<file path="src/rtl/audio_i2s_tx.sv">
`default_nettype none
// ============================================================================
//  Module      : audio_i2s_tx
//  Description : Stereo I2S serializer. Drains the left/right audio FIFOs in
//                lock-step pairs, saturates each word to SAMPLE_BITS and
//                shifts the frame out MSB-first with a one-slot I2S delay.
//                Starved FIFOs produce zero frames and bump underflow_count.
//  Revision    : 1.0 - initial release
// ============================================================================
module audio_i2s_tx #(
    parameter int DATA_SIZE   = 32,
    parameter int SAMPLE_BITS = 16,
    parameter int CLK_DIV     = 4    // system clocks per sclk half-period, >= 1
) (
    input  logic                 clock,
    input  logic                 reset,
    input  logic                 enable,
    input  logic                 left_audio_out_empty,
    input  logic                 right_audio_out_empty,
    input  logic [DATA_SIZE-1:0] left_audio_out_data,
    input  logic [DATA_SIZE-1:0] right_audio_out_data,
    output logic                 left_audio_out_rd_en,
    output logic                 right_audio_out_rd_en,
    output logic                 i2s_sclk,
    output logic                 i2s_lrclk,
    output logic                 i2s_sdata,
    output logic [15:0]          underflow_count
);

    localparam int c_frame_bits = 2 * SAMPLE_BITS;
    localparam int c_slot_w     = $clog2(c_frame_bits);
    localparam int c_div_w      = (CLK_DIV > 1) ? $clog2(CLK_DIV) : 1;

    localparam logic [c_slot_w-1:0] c_last_slot  = c_slot_w'(c_frame_bits - 1);
    localparam logic [c_slot_w-1:0] c_left_slots = c_slot_w'(SAMPLE_BITS);
    localparam logic [c_div_w-1:0]  c_div_last   = c_div_w'(CLK_DIV - 1);

    // Signed PCM limits expressed at the FIFO word width.
    localparam logic signed [DATA_SIZE-1:0] c_sat_max =
        {{(DATA_SIZE-SAMPLE_BITS+1){1'b0}}, {(SAMPLE_BITS-1){1'b1}}};
    localparam logic signed [DATA_SIZE-1:0] c_sat_min =
        {{(DATA_SIZE-SAMPLE_BITS+1){1'b1}}, {(SAMPLE_BITS-1){1'b0}}};

    typedef enum logic [0:0] {
        ST_IDLE = 1'b0,
        ST_RUN  = 1'b1
    } state_t;

    state_t                  r_state;
    logic [c_div_w-1:0]      r_div;
    logic [c_slot_w-1:0]     r_slot;
    logic [c_frame_bits-1:0] r_frame;
    logic                    r_sclk;
    logic                    r_lrclk;
    logic                    r_sdata;
    logic [15:0]             r_underflow;

    logic                    w_both_ready;
    logic                    w_sclk_fall;
    logic                    w_frame_end;
    logic                    w_pop;
    logic [c_slot_w-1:0]     w_next_slot;
    logic [c_slot_w-1:0]     w_bit_idx;
    logic [c_frame_bits-1:0] w_frame_next;

    function automatic logic [SAMPLE_BITS-1:0] sat(input logic signed [DATA_SIZE-1:0] x);
        if (x > c_sat_max) begin
            return c_sat_max[SAMPLE_BITS-1:0];
        end else if (x < c_sat_min) begin
            return c_sat_min[SAMPLE_BITS-1:0];
        end else begin
            return x[SAMPLE_BITS-1:0];
        end
    endfunction

    assign w_both_ready = ~left_audio_out_empty & ~right_audio_out_empty;
    // The next edge drops sclk; at the last slot that edge opens a new frame.
    assign w_sclk_fall  = (r_state == ST_RUN) && (r_div == c_div_last) && r_sclk;
    assign w_frame_end  = w_sclk_fall && (r_slot == c_last_slot);
    // A pair is only ever popped together, and only where a frame may start.
    assign w_pop        = ~reset & enable & w_both_ready &
                          ((r_state == ST_IDLE) | w_frame_end);
    assign w_next_slot  = r_slot + 1'b1;
    // Slot k carries F[2*SAMPLE_BITS-k]; entering slot s+1 selects F[last-s].
    assign w_bit_idx    = c_last_slot - r_slot;
    assign w_frame_next = {sat(left_audio_out_data), sat(right_audio_out_data)};

    // Frame sequencer: bit-clock divider, slot counter and shift outputs.
    always_ff @(posedge clock) begin
        if (reset) begin
            r_state     <= ST_IDLE;
            r_div       <= '0;
            r_slot      <= '0;
            r_frame     <= '0;
            r_sclk      <= 1'b0;
            r_lrclk     <= 1'b0;
            r_sdata     <= 1'b0;
            r_underflow <= '0;
        end else begin
            case (r_state)
                ST_IDLE: begin
                    if (w_pop) begin
                        r_state <= ST_RUN;
                        r_frame <= w_frame_next;
                        r_div   <= '0;
                        r_slot  <= '0;
                        r_sclk  <= 1'b0;
                        r_lrclk <= 1'b0;
                        r_sdata <= 1'b0;    // no retained bit after idle
                    end
                end
                ST_RUN: begin
                    if (r_div == c_div_last) begin
                        r_div  <= '0;
                        r_sclk <= ~r_sclk;
                    end else begin
                        r_div <= r_div + 1'b1;
                    end

                    if (w_frame_end) begin
                        if (!enable) begin
                            r_state <= ST_IDLE;
                            r_frame <= '0;
                            r_div   <= '0;
                            r_slot  <= '0;
                            r_sclk  <= 1'b0;
                            r_lrclk <= 1'b0;
                            r_sdata <= 1'b0;
                        end else begin
                            r_slot  <= '0;
                            r_lrclk <= 1'b0;
                            r_sdata <= r_frame[0];   // previous right LSB
                            if (w_both_ready) begin
                                r_frame <= w_frame_next;
                            end else begin
                                r_frame <= '0;
                                if (r_underflow != 16'hFFFF) begin
                                    r_underflow <= r_underflow + 16'd1;
                                end
                            end
                        end
                    end else if (w_sclk_fall) begin
                        r_slot  <= w_next_slot;
                        r_lrclk <= (w_next_slot >= c_left_slots);
                        r_sdata <= r_frame[w_bit_idx];
                    end
                end
                default: r_state <= ST_IDLE;
            endcase
        end
    end

    assign left_audio_out_rd_en  = w_pop;
    assign right_audio_out_rd_en = w_pop;
    assign i2s_sclk              = r_sclk;
    assign i2s_lrclk             = r_lrclk;
    assign i2s_sdata             = r_sdata;
    assign underflow_count       = r_underflow;

endmodule
`default_nettype wire

</file>
<file path="config.mk">
export PLATFORM = sky130hd
export DESIGN_NAME = audio_i2s_tx
export DESIGN_NICKNAME = d
export VERILOG_FILES = /design/src/rtl/audio_i2s_tx.sv
export SDC_FILE = /design/constraint.sdc
export NUM_CORES = 1
export LEC_CHECK = 0
export BUFFER_PORTS_ARGS = -buffer_cell sky130_fd_sc_hd__buf_4
export CORE_MARGIN = 2
export CORE_UTILIZATION = 35
export DETAILED_ROUTE_END_ITERATION = 8
export PLACE_DENSITY = 0.56
export SLEW_MARGIN = 20
export SYNTH_ARGS = -nofsm -noshare
export SYNTH_HDL_FRONTEND = slang
export SYNTH_SLANG_ARGS = --single-unit
</file>
<file path="constraint.sdc">
create_clock -name clock -period 3 [get_ports clock]
set_input_delay 0.15 -clock clock [delete_from_list [all_inputs] [get_ports clock]]
set_output_delay 0.15 -clock clock [all_outputs]
set_load 0.03 [all_outputs]
</file>
==> results, run 1 <==
- The total detailed-routing wirelength is 7060 um.
- The synthesized area per cell is 8.55 um^2.
- Counting along the longest clock path gives a buffer depth of 2.
- Setup violations remaining at the end of the flow were counted as 0.
- The number of buffer and inverter stages on the critical path is 0.
- The share of synthesized flip-flops with an asynchronous set or reset is 0.
- The shortest clock period the worst path allows after layout is 2350 ps.
- The total I/O pin count is 90.
- The synthesized netlist cell count is 342.
- The synthesized area is 2920 um^2.
- The via count of the first global-routing pass came to 2560.
- The clock sink count is 58.
- STA classifies the critical path endpoint as a register.
- Gates resized during post-CTS repair numbered 0.
- Data arrives at the worst endpoint at 2570 ps.
- The maximum vdd drop is 0.000199 V.
- Counting buffers and inverters, the worst setup path is 8 cells deep.
- The highest clock rate is 426 MHz.
- The post-synthesis register bit count is 58.
- The overall die area is 9100 um^2.
- Internal power comes to 1.25 mW.
- The largest net degree at the start of global routing is 36.
- The quantity of I/O buffers inserted on ports is 89.
- The diode insertion count for antenna repair is 0.
- Of all nets on the critical path, the largest fanout is 8.
- The number of iterations in the first detailed-routing pass is 4.
- The core region is 8180 um^2.
- The run finished with clean final reports.
- Detailed placement ended at an HPWL of 5260 um.
- The floorplan die height is 95.4 um.
- The average via count per standard cell is 5.02.
- The cell type group with the largest total delay on the critical path is simple AND/OR/NAND/NOR gates.
- The routed length on met1 is 3310 um.
- The initial utilization of the core area, before any placement, comes to 0.358.
- The hold buffer count at CTS is 0.
- Setup repair after global routing left no endpoint under its margin.
- In the synthesized netlist, the cells that appear most often are 58 x sky130_fd_sc_hd__dfxtp_1, 50 x sky130_fd_sc_hd__nor2_1, 45 x sky130_fd_sc_hd__nand2_1.
- By area the synthesized netlist is led by sky130_fd_sc_hd__dfxtp_1 40%, sky130_fd_sc_hd__nor2_1 6.4%, sky130_fd_sc_hd__nand2_1 5.8%, sky130_fd_sc_hd__o21ai_1 4.5%, sky130_fd_sc_hd__mux4_2 3.9%.
- The library cell with the highest instance count after synthesis is sky130_fd_sc_hd__dfxtp_1.
- The total number of yosys warnings is 0.
- The tool flagged a number of max-cap violations equal to 0.
- The initial antenna violation count is 0.
- Dividing total power by cell area gives a power density of 423 nW/um^2.
- After clock tree synthesis, the clock-pin slew on the worst setup and hold paths is 70 ps.
- STA classifies the critical path startpoint as a register.
- Measured in cells, the most critical reg-to-reg path has a length of 8.
- The transition at the pin with the smallest max-transition slack is 667 ps.
- The routed length on met3 is 316 um.
- In the final layout, the share of cells above drive strength 1 is 0.303.
- The slowest stage of the critical path belongs to the cell sky130_fd_sc_hd__or2_1.
- Of the post-synthesis cell area, the dominant cell type holds 0.397.
- The area growth from synthesis to layout is 31.7%.
- Buffers added to address setup during post-CTS repair amount to 0.
- The cell count of the worst hold path is 3.
- The detail-routed net length per standard cell is 13.1 um.
- For this run, design rule violations remaining after detail routing come to 0.
- The congestion estimate from routability-driven global placement came to 0.796.
- The first global-routing pass estimated 11800 um of wire.
- TritonCTS built the clock tree.
- In this run the tightest slew margin relative to its limit is 0.556.
- After synthesis, the netlist uses 51 different library cells.
- Across all layers, the routed design uses 2697 vias.
- Counting every net in the synthesized netlist gives 415.
- The clock tree root driver cell is sky130_fd_sc_hd__clkbuf_8.
- The worst-skew pair later-pin latency is 330 ps.
- The critical path goes through ha_1, and3_1, ha_1, nand4_2, or2_1, a211oi_4, nand4_1, mux2_1.
- The longest individual stage delay on the worst path is 450 ps.
- The sequential element share of the synthesized area is 0.397.
- The number of nets with antenna violations after routing is 0.
- In this run, the number of DRC markers left after iteration 0 of detailed routing was 113.
- The detailed router used layers up to and including met4.
- CTS built an H-tree with a depth of 3.
- The routed design uses 3340 um of met2 wire.
- The total number of placement rows is 33.
- Across every metal layer, demand over resource in global routing totals 0.167.
- The cell type with the highest aggregate area in the netlist is sky130_fd_sc_hd__dfxtp_1.
- The share of total power dissipated in the clock network is 0.420.
- Adding up every negative setup slack in the final design gives 0 ps.
- The count of final hold-check violations was 0.
- The share of total power dissipated in combinational logic is 0.094.
- The most numerous cell type found on the critical path is sky130_fd_sc_hd__ha_1.
- The fraction of power spent switching nets is 0.237.
- Summed over all nets, the switching power comes to 0.386 mW.
- The top flip-flop cell by instance count after synthesis is sky130_fd_sc_hd__dfxtp_1.
- The die is 95.4 um wide.
- Of the total power, registers draw 0.487.
- The number of slew-limit violations in the final report is 0.
- The number of synthesized flops with an enable pin is 0.
- The critical path in this run is classified as register to register.
- The number of buffers created by CTS is 9.
- After the last flow step, the layout net total stands at 500.
- The class of the tightest hold or removal check is primary input to register.
- The portion of the clock cycle consumed by the worst path in the final layout is 0.782.
- The worst hold slack is 55.3 ps.
- The total chip power is 1.63 mW.
- The sum of overflow across all layers after global routing is 0.
- The worst endpoint required time is 3220 ps.
- The leakage power total is 1.49 nW.
- Across the routed clock network, the largest skew measured is 7.45 ps.
[final cells by class]
| cell class | count | area (um^2) |
|---|---|---|
| fillers | 850 | 4320 |
| multi-input cells | 260 | 1650 |
| flip-flops and latches | 58 | 1160 |
| repair buffers | 94 | 706 |
| well taps | 105 | 131 |
| clock buffers | 10 | 128 |
| clock inverters | 6 | 57.6 |
| inverters | 4 | 15.0 |
[placed cells by master, fill, tap and decap left out, types with 3 or more instances in the layout]
cell,instances
sky130_fd_sc_hd__and3_1,4
sky130_fd_sc_hd__nand2_1,45
sky130_fd_sc_hd__mux4_2,5
sky130_fd_sc_hd__ha_1,4
sky130_fd_sc_hd__or3_1,4
sky130_fd_sc_hd__mux2i_1,8
sky130_fd_sc_hd__dfxtp_1,58
sky130_fd_sc_hd__a31oi_1,5
sky130_fd_sc_hd__nor2_1,49
sky130_fd_sc_hd__nor2b_1,3
sky130_fd_sc_hd__nand3_1,12
sky130_fd_sc_hd__buf_4,94
sky130_fd_sc_hd__clkinv_2,4
sky130_fd_sc_hd__clkbuf_8,9
sky130_fd_sc_hd__nor4_1,10
sky130_fd_sc_hd__nand4_1,12
sky130_fd_sc_hd__inv_1,4
sky130_fd_sc_hd__a21oi_1,10
sky130_fd_sc_hd__o21ai_0,11
sky130_fd_sc_hd__xnor2_1,10
sky130_fd_sc_hd__o21ai_1,26
[logic make-up after synthesis]
logic type | count (synthesis) | share of synthesized area
xor gates and xnor gates | 12 | 0.0359
muxes | 15 | 0.0749
and+or+nand+nor | 157 | 0.271
DFF | 58 | 0.397
AOI/OAI and AO/OA | 72 | 0.163
adders and majority gates | 4 | 0.0171
buffers and inverters | 24 | 0.0406
[flip-flops by register name, indices dropped and copies added (netlist names)]
signal and flops:
r_slot 5, r_frame 32, i2s_sclk 1, i2s_sdata 1, r_state 1, underflow_count 16, r_div 2
[worst paths after layout]
check | from | to | slack, ps
min reg2reg | r_frame[30] | r_frame[30] | 440
max | r_slot[1] | underflow_count[13] | 650
max reg2reg | r_slot[1] | underflow_count[13] | 650
min | left_audio_out_data[6] | r_frame[22] | 60
[metal layers]
layer,vias up,GRT usage
met1,1236,0.221
li1,1402,-
met3,7,0.0506
met4,0,0.0500
met5,-,0
met2,52,0.262
[worst reg2reg max path: cells and delay by family (launching register included)]
family                     cells  cell delay, ps
and+or+nand+nor                4             930
AOI/OAI and AO/OA              1             250
muxes                          1             320
DFF                            1             350
adders and majority gates      2             390
[per-stage QoR]
stage	area, um^2	util	instances	setup WS, ps
floorplan	2920	-	342	713
global placement	3660	0.448	521	701
detailed placement	3660	0.448	521	662
CTS	3840	0.470	537	648
global route	3850	0.471	537	458
finish	3850	0.471	537	654
[power by group through the flow]
stage,Clock [mW],Sequential [mW],Combinational [mW]
2_1_floorplan,0,0.807,0.0644
3_3_place_gp,0,0.811,0.153
3_5_place_dp,0,0.811,0.155
4_1_cts,0.709,0.794,0.155
5_1_grt,0.743,0.795,0.171
6_report,0.685,0.794,0.153
Power figures use the tool's default switching activity.
==> run 2: changes to the inputs <==
- PLACE_DENSITY: 0.56 -> 0.58
- clock period: 3 -> 2.15 ns (I/O delays scaled with it)
==> results, run 2 (same netlist as run 1, synthesis figures left out) <==
- The cell count of the worst hold path is 3 (unchanged).
- The count of endpoints failing setup in the final report came to 0 (unchanged).
- The largest net degree at the start of global routing was 36 (unchanged).
- The power density normalized to cell area came to 587 nW/um^2 (+39%).
- The arrival time at the worst endpoint is 2240 ps (-330 ps).
- The maximum net fanout on the critical path is 6 (-2).
- The area growth from synthesis to layout is 43.9%.
- Broken down by cell family, the worst path's largest delay share belongs to simple AND/OR/NAND/NOR gates.
- The startpoint identified for the worst register-to-register timing path is r_slot[0].
- Ranked by flip-flop count, first place goes to r_frame.
- The detail-routed net length per standard cell was 13.4 um (+2.3%).
- Walking the worst path, the cells encountered are ha_1, and3_1, ha_4, nand4_4, or2_4, a211oi_4, nand4_1, mux2_1.
- The proportion of power drawn by flip-flops and latches is 0.448 (-0.039).
- The fill cell instance count of the final layout was 781 (-8.1%).
- The maximum clock insertion buffer count is 2 (unchanged).
- The endpoint type of the worst setup path is a register.
- The routed length on met2 came to 3640 um (+9.2%).
- The total internal power is 1.89 mW (+52%).
- The end of the worst register-to-register path is underflow_count[13].
- The kind of start point of the critical path is a register.
- The initial DRC count was 54 (-52%).
- The worst hold path belongs to the class primary input to register.
- The routed length on met1 came to 3530 um (+6.5%).
- Leaving out fill and tap cells, the most frequent cells in the layout are 107 x sky130_fd_sc_hd__buf_4, 56 x sky130_fd_sc_hd__dfxtp_1, 48 x sky130_fd_sc_hd__nor2_1, 45 x sky130_fd_sc_hd__nand2_1, 26 x sky130_fd_sc_hd__o21ai_1.
- The floorplan die height is 95.4 um (unchanged).
- The highest clock rate is 497 MHz (+17%).
- Leaving out fill and tap cells, the most frequent cell in the layout is sky130_fd_sc_hd__buf_4.
- The first-pass GRT wire length is 12500 um (+6.1%).
- The routed length on met3 came to 253 um (-20%).
- The CTS tree is built.
- The share of layout cells above drive strength 1 is 0.332 (+0.0286).
- The detailed placer's ending HPWL is 5590 um (+6.3%).
- The number of cell instances on the worst register-to-register path is 8 (unchanged).
- The number of slew-limit violations in the final report came to 0 (unchanged).
- The clock skew came to 10.4 ps (+2.99 ps).
- The number of buffer and inverter stages on the critical path is 0 (unchanged).
- The number of levels in the clock H-tree came to 3 (unchanged).
- The transition at the pin with the smallest max-transition slack is 520 ps (-147 ps).
- The fraction of power spent switching nets is 0.235 (-0.00142).
- The leakage power total is 1.64 nW (+11%).
- The clock-pin slew reported for the worst setup and hold paths after clock tree synthesis is 70 ps (about the same).
- In this run the most critical hold path is launched from right_audio_out_data[10].
- The number of iterations in the first detailed-routing pass is 4 (unchanged).
- The quantity of I/O buffers inserted on ports is 89 (unchanged).
- The overall die area is 9100 um^2 (unchanged).
- The via total after detailed routing is 2849 (+5.6%).
- The reg2reg setup slack is 140 ps (-520 ps).
- The number of buffers created by CTS was 9 (unchanged).
- The total number of placement rows came to 33 (unchanged).
- The average via count per standard cell is 5.03 (+0.22%).
- The worst endpoint required time is 2380 ps (-840 ps).
- The diode insertion count for antenna repair is 0 (unchanged).
- The portion of the clock cycle consumed by the worst path in the final layout is 0.936 (+0.154).
- The clock sink count came to 58 (unchanged).
- The shortest clock period the worst path allows after layout came to 2010 ps (-335 ps).
- The all-layer global routing usage is 0.177 (+0.00992).
- The x dimension of the die is 95.4 um (unchanged).
- The maximum vdd drop is 0.000377 V (+89%).
- The normalized max-slew margin is 0.650 (+0.0941).
- The number of nets with antenna violations after routing is 0 (unchanged).
- The final-stage net count is 529 (+5.8%).
- The initial cell density of the core is 0.358 (unchanged).
- The worst-skew pair later-pin latency is 340 ps (about the same).
- The sum of overflow across all layers after global routing is 0 (unchanged).
- The clock tree root driver cell is sky130_fd_sc_hd__clkbuf_8.
- The post-route worst setup slack was 138 ps (-515 ps).
- The net load switching power came to 0.581 mW (+50%).
- The via count of the first global-routing pass is 2785 (+8.8%).
- The pre-CTS setup slack is 26.8 ps (-635 ps).
- The cell with the biggest individual delay on the critical path is sky130_fd_sc_hd__dfxtp_2.
- The initial antenna violation count is 0 (unchanged).
- The count of final hold-check violations is 0 (unchanged).
- The longest individual stage delay on the worst path is 330 ps (-120 ps).
- The part of the power in combinational logic is 0.100 (+0.006).
- The placer congestion estimate is 0.793 (-0.38%).
- The number of max-cap violations was 0 (unchanged).
- The core box area is 8180 um^2 (unchanged).
- By startpoint and endpoint, the worst setup path is classified as register to register.
- The number of flip-flops under the largest register name is 32 (unchanged).
- The DRC violations left is 0 (unchanged).
- The worst-case hold path end point is r_frame[10].
- The sum of negative setup slack was 0 ps (unchanged).
- The run finished with clean final reports.
- The highest metal layer with signal wires is met4.
- The total I/O pin count is 90 (unchanged).
- The total detailed-routing wirelength came to 7610 um (+7.8%).
- The power share of the clock group is 0.452 (+0.032).
[run 2: cell count changes in the layout (fill, tap and decap cells not counted), moves of 2 or more]
cell,delta
sky130_fd_sc_hd__buf_12,+2
sky130_fd_sc_hd__clkinvlp_4,+2
sky130_fd_sc_hd__clkinv_2,-4
sky130_fd_sc_hd__buf_4,+13
sky130_fd_sc_hd__dfxtp_2,+2
sky130_fd_sc_hd__dlygate4sd3_1,+13
sky130_fd_sc_hd__dfxtp_1,-2
[run 2: worst reg2reg max path, cell delays in order, from the launching register on]
cell	delay, ps
sky130_fd_sc_hd__dfxtp_2	330
sky130_fd_sc_hd__ha_1	160
sky130_fd_sc_hd__and3_1	200
sky130_fd_sc_hd__ha_4	170
sky130_fd_sc_hd__nand4_4	100
sky130_fd_sc_hd__or2_4	310
sky130_fd_sc_hd__a211oi_4	200
sky130_fd_sc_hd__nand4_1	130
sky130_fd_sc_hd__mux2_1	320
[run 2: worst max path at each step]
stage               from             endpoint  slack [ps]  depth (start not counted)
3_5_place_dp   r_slot[0]  underflow_count[13]          30                          8
2_1_floorplan  r_slot[0]  underflow_count[13]           3                          9
3_3_place_gp   r_slot[0]  underflow_count[13]          90                          8
4_1_cts        r_slot[0]  underflow_count[13]          30                          8
5_1_grt        r_slot[0]  underflow_count[11]          -9                          9
6_report       r_slot[0]  underflow_count[13]         140                          8
[run 2: per-stage QoR]
stage	std cells	hold slack [ps]	utilization	cell area, um^2	total power [mW]
6_report	566	8.63	0.515	4210	2.47
2_1_floorplan	342	240	-	2950	1.22
3_5_place_dp	536	348	0.467	3820	1.36
5_1_grt	566	1.29	0.515	4210	2.56
3_3_place_gp	536	344	0.467	3820	1.35
4_1_cts	565	1.77	0.510	4170	2.50
[run 2: power by group through the flow]
| stage | sequential [mW] | clock, mW | combinational [mW] |
|---|---|---|---|
| after detailed placement | 1.13 | 0 | 0.227 |
| after global routing | 1.11 | 1.19 | 0.271 |
| after global placement | 1.13 | 0 | 0.224 |
| after CTS | 1.11 | 1.14 | 0.246 |
| final | 1.11 | 1.12 | 0.246 |
| after floorplan | 1.13 | 0 | 0.0899 |
[run 2: layer usage]
| layer | up-vias | global-route usage |
|---|---|---|
| met5 | - | 0 |
| met4 | 0 | 0.0774 |
| met3 | 15 | 0.0451 |
| met2 | 54 | 0.295 |
| met1 | 1315 | 0.215 |
| li1 | 1465 | - |
[run 2: area by class of cell]
type | instances | area [um^2] | share of cell area
clock buffer | 10 | 128 | 0.0303
inverter | 4 | 15.0 | 0.00357
multi-input combinational | 260 | 1690 | 0.403
sequential | 58 | 1160 | 0.277
timing repair buffer | 123 | 985 | 0.234
clock inverter | 6 | 91.3 | 0.0217
tap | 105 | 131 | 0.0312
[run 2: repair_timing]
item / 4_1_cts / 5_1_grt
endpoints found under the setup margin: 0 / 12
endpoints found under the hold margin: 13 / 0
buffers inserted: 0 / 1
resized for setup: 0 / 6
hold buffers: 13 / 0
==> run 3: changes to the inputs <==
- CELL_PAD_IN_SITES_DETAIL_PLACEMENT: not set -> 0
- CELL_PAD_IN_SITES_GLOBAL_PLACEMENT: not set -> 2
- CORE_UTILIZATION: 35 -> 26
- PLACE_DENSITY: 0.58 -> 0.73
==> results, run 3 (same netlist as run 1, synthesis figures left out) <==
- The endpoint identified for the worst register-to-register timing path is r_frame[17].
- The arrival time at the worst endpoint was 1990 ps (-250 ps).
- The x dimension of the die was 110 um (+15%).
- The via total after detailed routing is 2874 (+0.88%).
- The worst endpoint required time is 2040 ps (-340 ps).
- The maximum clock insertion buffer count is 2 (unchanged).
- The worst hold slack is 9.48 ps (+0.853 ps).
- The transition at the pin with the smallest max-transition slack is 512 ps (-7.83 ps).
- The initial cell density of the core is 0.269 (-0.0891).
- Leaving out fill and tap cells, the most frequent cells in the layout are 114 x sky130_fd_sc_hd__buf_4, 56 x sky130_fd_sc_hd__dfxtp_1, 48 x sky130_fd_sc_hd__nor2_1, 44 x sky130_fd_sc_hd__nand2_1, 29 x sky130_fd_sc_hd__o21ai_1.
- The final-stage net count is 543 (+2.6%).
- The worst setup path category is register to output pin.
- The fill cell instance count of the final layout came to 1115 (+43%).
- The maximum net fanout on the critical path is 3 (-3).
- The count of endpoints failing setup in the final report is 0 (unchanged).
- The number of buffers created by CTS is 9 (unchanged).
- The clock sink count is 58 (unchanged).
- Compared with the post-synthesis result, the final layout area differs by 50.8%.
- The average via count per standard cell was 4.67 (-7.2%).
- The number of slew-limit violations in the final report is 0 (unchanged).
- The via count of the first global-routing pass is 2763 (-0.79%).
- The number of levels in the clock H-tree is 3 (unchanged).
- The worst setup path is captured at an output pin.
- The startpoint of the tightest hold check path is left_audio_out_data[4].
- The number of flip-flops under the largest register name came to 32 (unchanged).
- The core occupancy in the finished layout is 0.405 (-0.110).
- The total detailed-routing wirelength was 8360 um (+9.8%).
- The normalized max-slew margin is 0.655 (+0.00527).
- The largest net degree at the start of global routing came to 36 (unchanged).
- The total I/O pin count was 90 (unchanged).
- TritonCTS built the clock tree.
- The reg2reg setup slack came to 90 ps (-50 ps).
- The first element of the critical path is r_slot[1].
- More flip-flops sit in one register than any other, and that register is r_frame.
- STA classifies the critical path startpoint as a register.
- The highest clock rate is 478 MHz (-3.9%).
- The power density normalized to cell area is 564 nW/um^2 (-3.8%).
- The first-pass GRT wire length is 13600 um (+9.0%).
- The quantity of I/O buffers inserted on ports is 89 (unchanged).
- The share of layout cells above drive strength 1 came to 0.354 (+0.0218).
- Traced cell by cell, the critical path runs through ha_4, and3_4, ha_4, buf_6, a31oi_4, buf_4, nor3_4, buf_6, buf_6.
- The source of the worst register-to-register timing path is r_slot[1].
- The worst-skew pair later-pin latency is 330 ps (about the same).
- The initial antenna violation count was 0 (unchanged).
- The overall die area is 12100 um^2 (+33%).
- The number of cell instances on the worst register-to-register path is 12 (+4).
- The placer congestion estimate came to 0.763 (-3.8%).
- The all-layer global routing usage is 0.144 (-0.0327).
- The core box area was 10900 um^2 (+33%).
- The clock tree root driver cell is sky130_fd_sc_hd__clkbuf_8.
- The sum of overflow across all layers after global routing is 0 (unchanged).
- The floorplan die height came to 110 um (+15%).
- The maximum vdd drop is 0.000254 V (-32%).
- The cell type group with the largest total delay on the critical path is buffers and inverters.
- The initial DRC count came to 74 (+37%).
- The number of nets with antenna violations after routing is 0 (unchanged).
- The clock-pin slew reported for the worst setup and hold paths after clock tree synthesis is 70 ps (about the same).
- The number of iterations in the first detailed-routing pass came to 4 (unchanged).
- The detail-routed net length per standard cell is 13.6 um (+1.1%).
- The shortest clock period the worst path allows after layout is 2090 ps (+81.6 ps).
- The DRC violations left is 0 (unchanged).
- The portion of the clock cycle consumed by the worst path in the final layout is 0.974 (+0.0379).
- The leakage power total was 1.72 nW (+4.8%).
- The detailed placer's ending HPWL is 6150 um (+10%).
- The diode insertion count for antenna repair was 0 (unchanged).
- The number of buffer and inverter stages on the critical path was 4 (+4).
- The number of max-cap violations is 0 (unchanged).
- The run finished with clean final reports.
- The slowest stage of the critical path belongs to the cell sky130_fd_sc_hd__dfxtp_2.
- The total chip power was 2.49 mW (+0.76%).
- The clock skew is 9.10 ps (-1.34 ps).
- The total number of placement rows is 38 (+15%).
- The count of final hold-check violations came to 0 (unchanged).
- The longest individual stage delay on the worst path is 350 ps (+20 ps).
- For hold timing, the worst endpoint is r_frame[20].
- The path class of the tightest hold or removal check is primary input to register.
- The cell count of the worst hold path is 3 (unchanged).
- Among the stages of the critical path, the cell type that occurs most often is sky130_fd_sc_hd__buf_6.
- The most common cell after layout, fill and taps aside is sky130_fd_sc_hd__buf_4.
-- run 3: changes by cell type in the layout (fill, tap and decap cells not counted), moves of 3 or more --
cell,previous run,this run
sky130_fd_sc_hd__buf_4,107,114
sky130_fd_sc_hd__buf_6,1,6
sky130_fd_sc_hd__o21ai_1,26,29
sky130_fd_sc_hd__o21ai_0,11,8
-- run 3: tightest hold or removal path: stages --
cell                      delay, ps
sky130_fd_sc_hd__buf_4           80
sky130_fd_sc_hd__nor2_1          30
sky130_fd_sc_hd__o21ai_1         90
-- run 3: area by class of cell --
cell class	count	area (um^2)	area share
clock buffer	10	128	0.0289
sequential	58	1160	0.264
timing repair buffer	137	1130	0.256
multi-input combinational	260	1710	0.387
inverter	4	15.0	0.00341
tap	140	175	0.0397
clock inverter	6	91.3	0.0207
-- run 3: where the power goes --
part,switching (mW),internal (mW)
Sequential,0.0125,1.09
Combinational,0.111,0.151
Clock,0.465,0.654
Total,0.589,1.90
-- run 3: layer usage --
| layer | part of all wire | wire (um) | GRT usage |
|---|---|---|---|
| met1 | 0.48 | 4030 | 0.189 |
| met5 | 0 | 0 | 0 |
| met2 | 0.48 | 3990 | 0.236 |
| met3 | 0.031 | 255 | 0.0323 |
| met4 | 0.011 | 88 | 0.0407 |
-- run 3: per-stage QoR --
step	std cells	setup slack (ps)	cell area (um^2)	setup TNS, ps
after floorplan	342	3.07	2950	0
after global placement	577	91.9	3910	0
after detailed placement	577	48.5	3910	0
after CTS	608	-1.91	4280	-2.81
after global routing	615	-10.5	4410	-21.8
final	615	56.7	4410	0
-- run 3: worst max path at each step --
stage,to,slack [ps],cells after the start
after floorplan,underflow_count[13],3,9
after global placement,i2s_sdata,90,8
after detailed placement,i2s_sdata,50,8
after CTS,right_audio_out_rd_en,-2,8
after global routing,left_audio_out_rd_en,-10,9
final,right_audio_out_rd_en,60,9
-- run 3: timing repair --
item                                    CTS  global route
hold buffers                             14             0
endpoints found under the setup margin    2            28
gates cloned                              0             1
pin swaps                                 1             3
hold endpoints to repair                 14             0
setup buffers                             1             6
gates resized for setup                   0            17
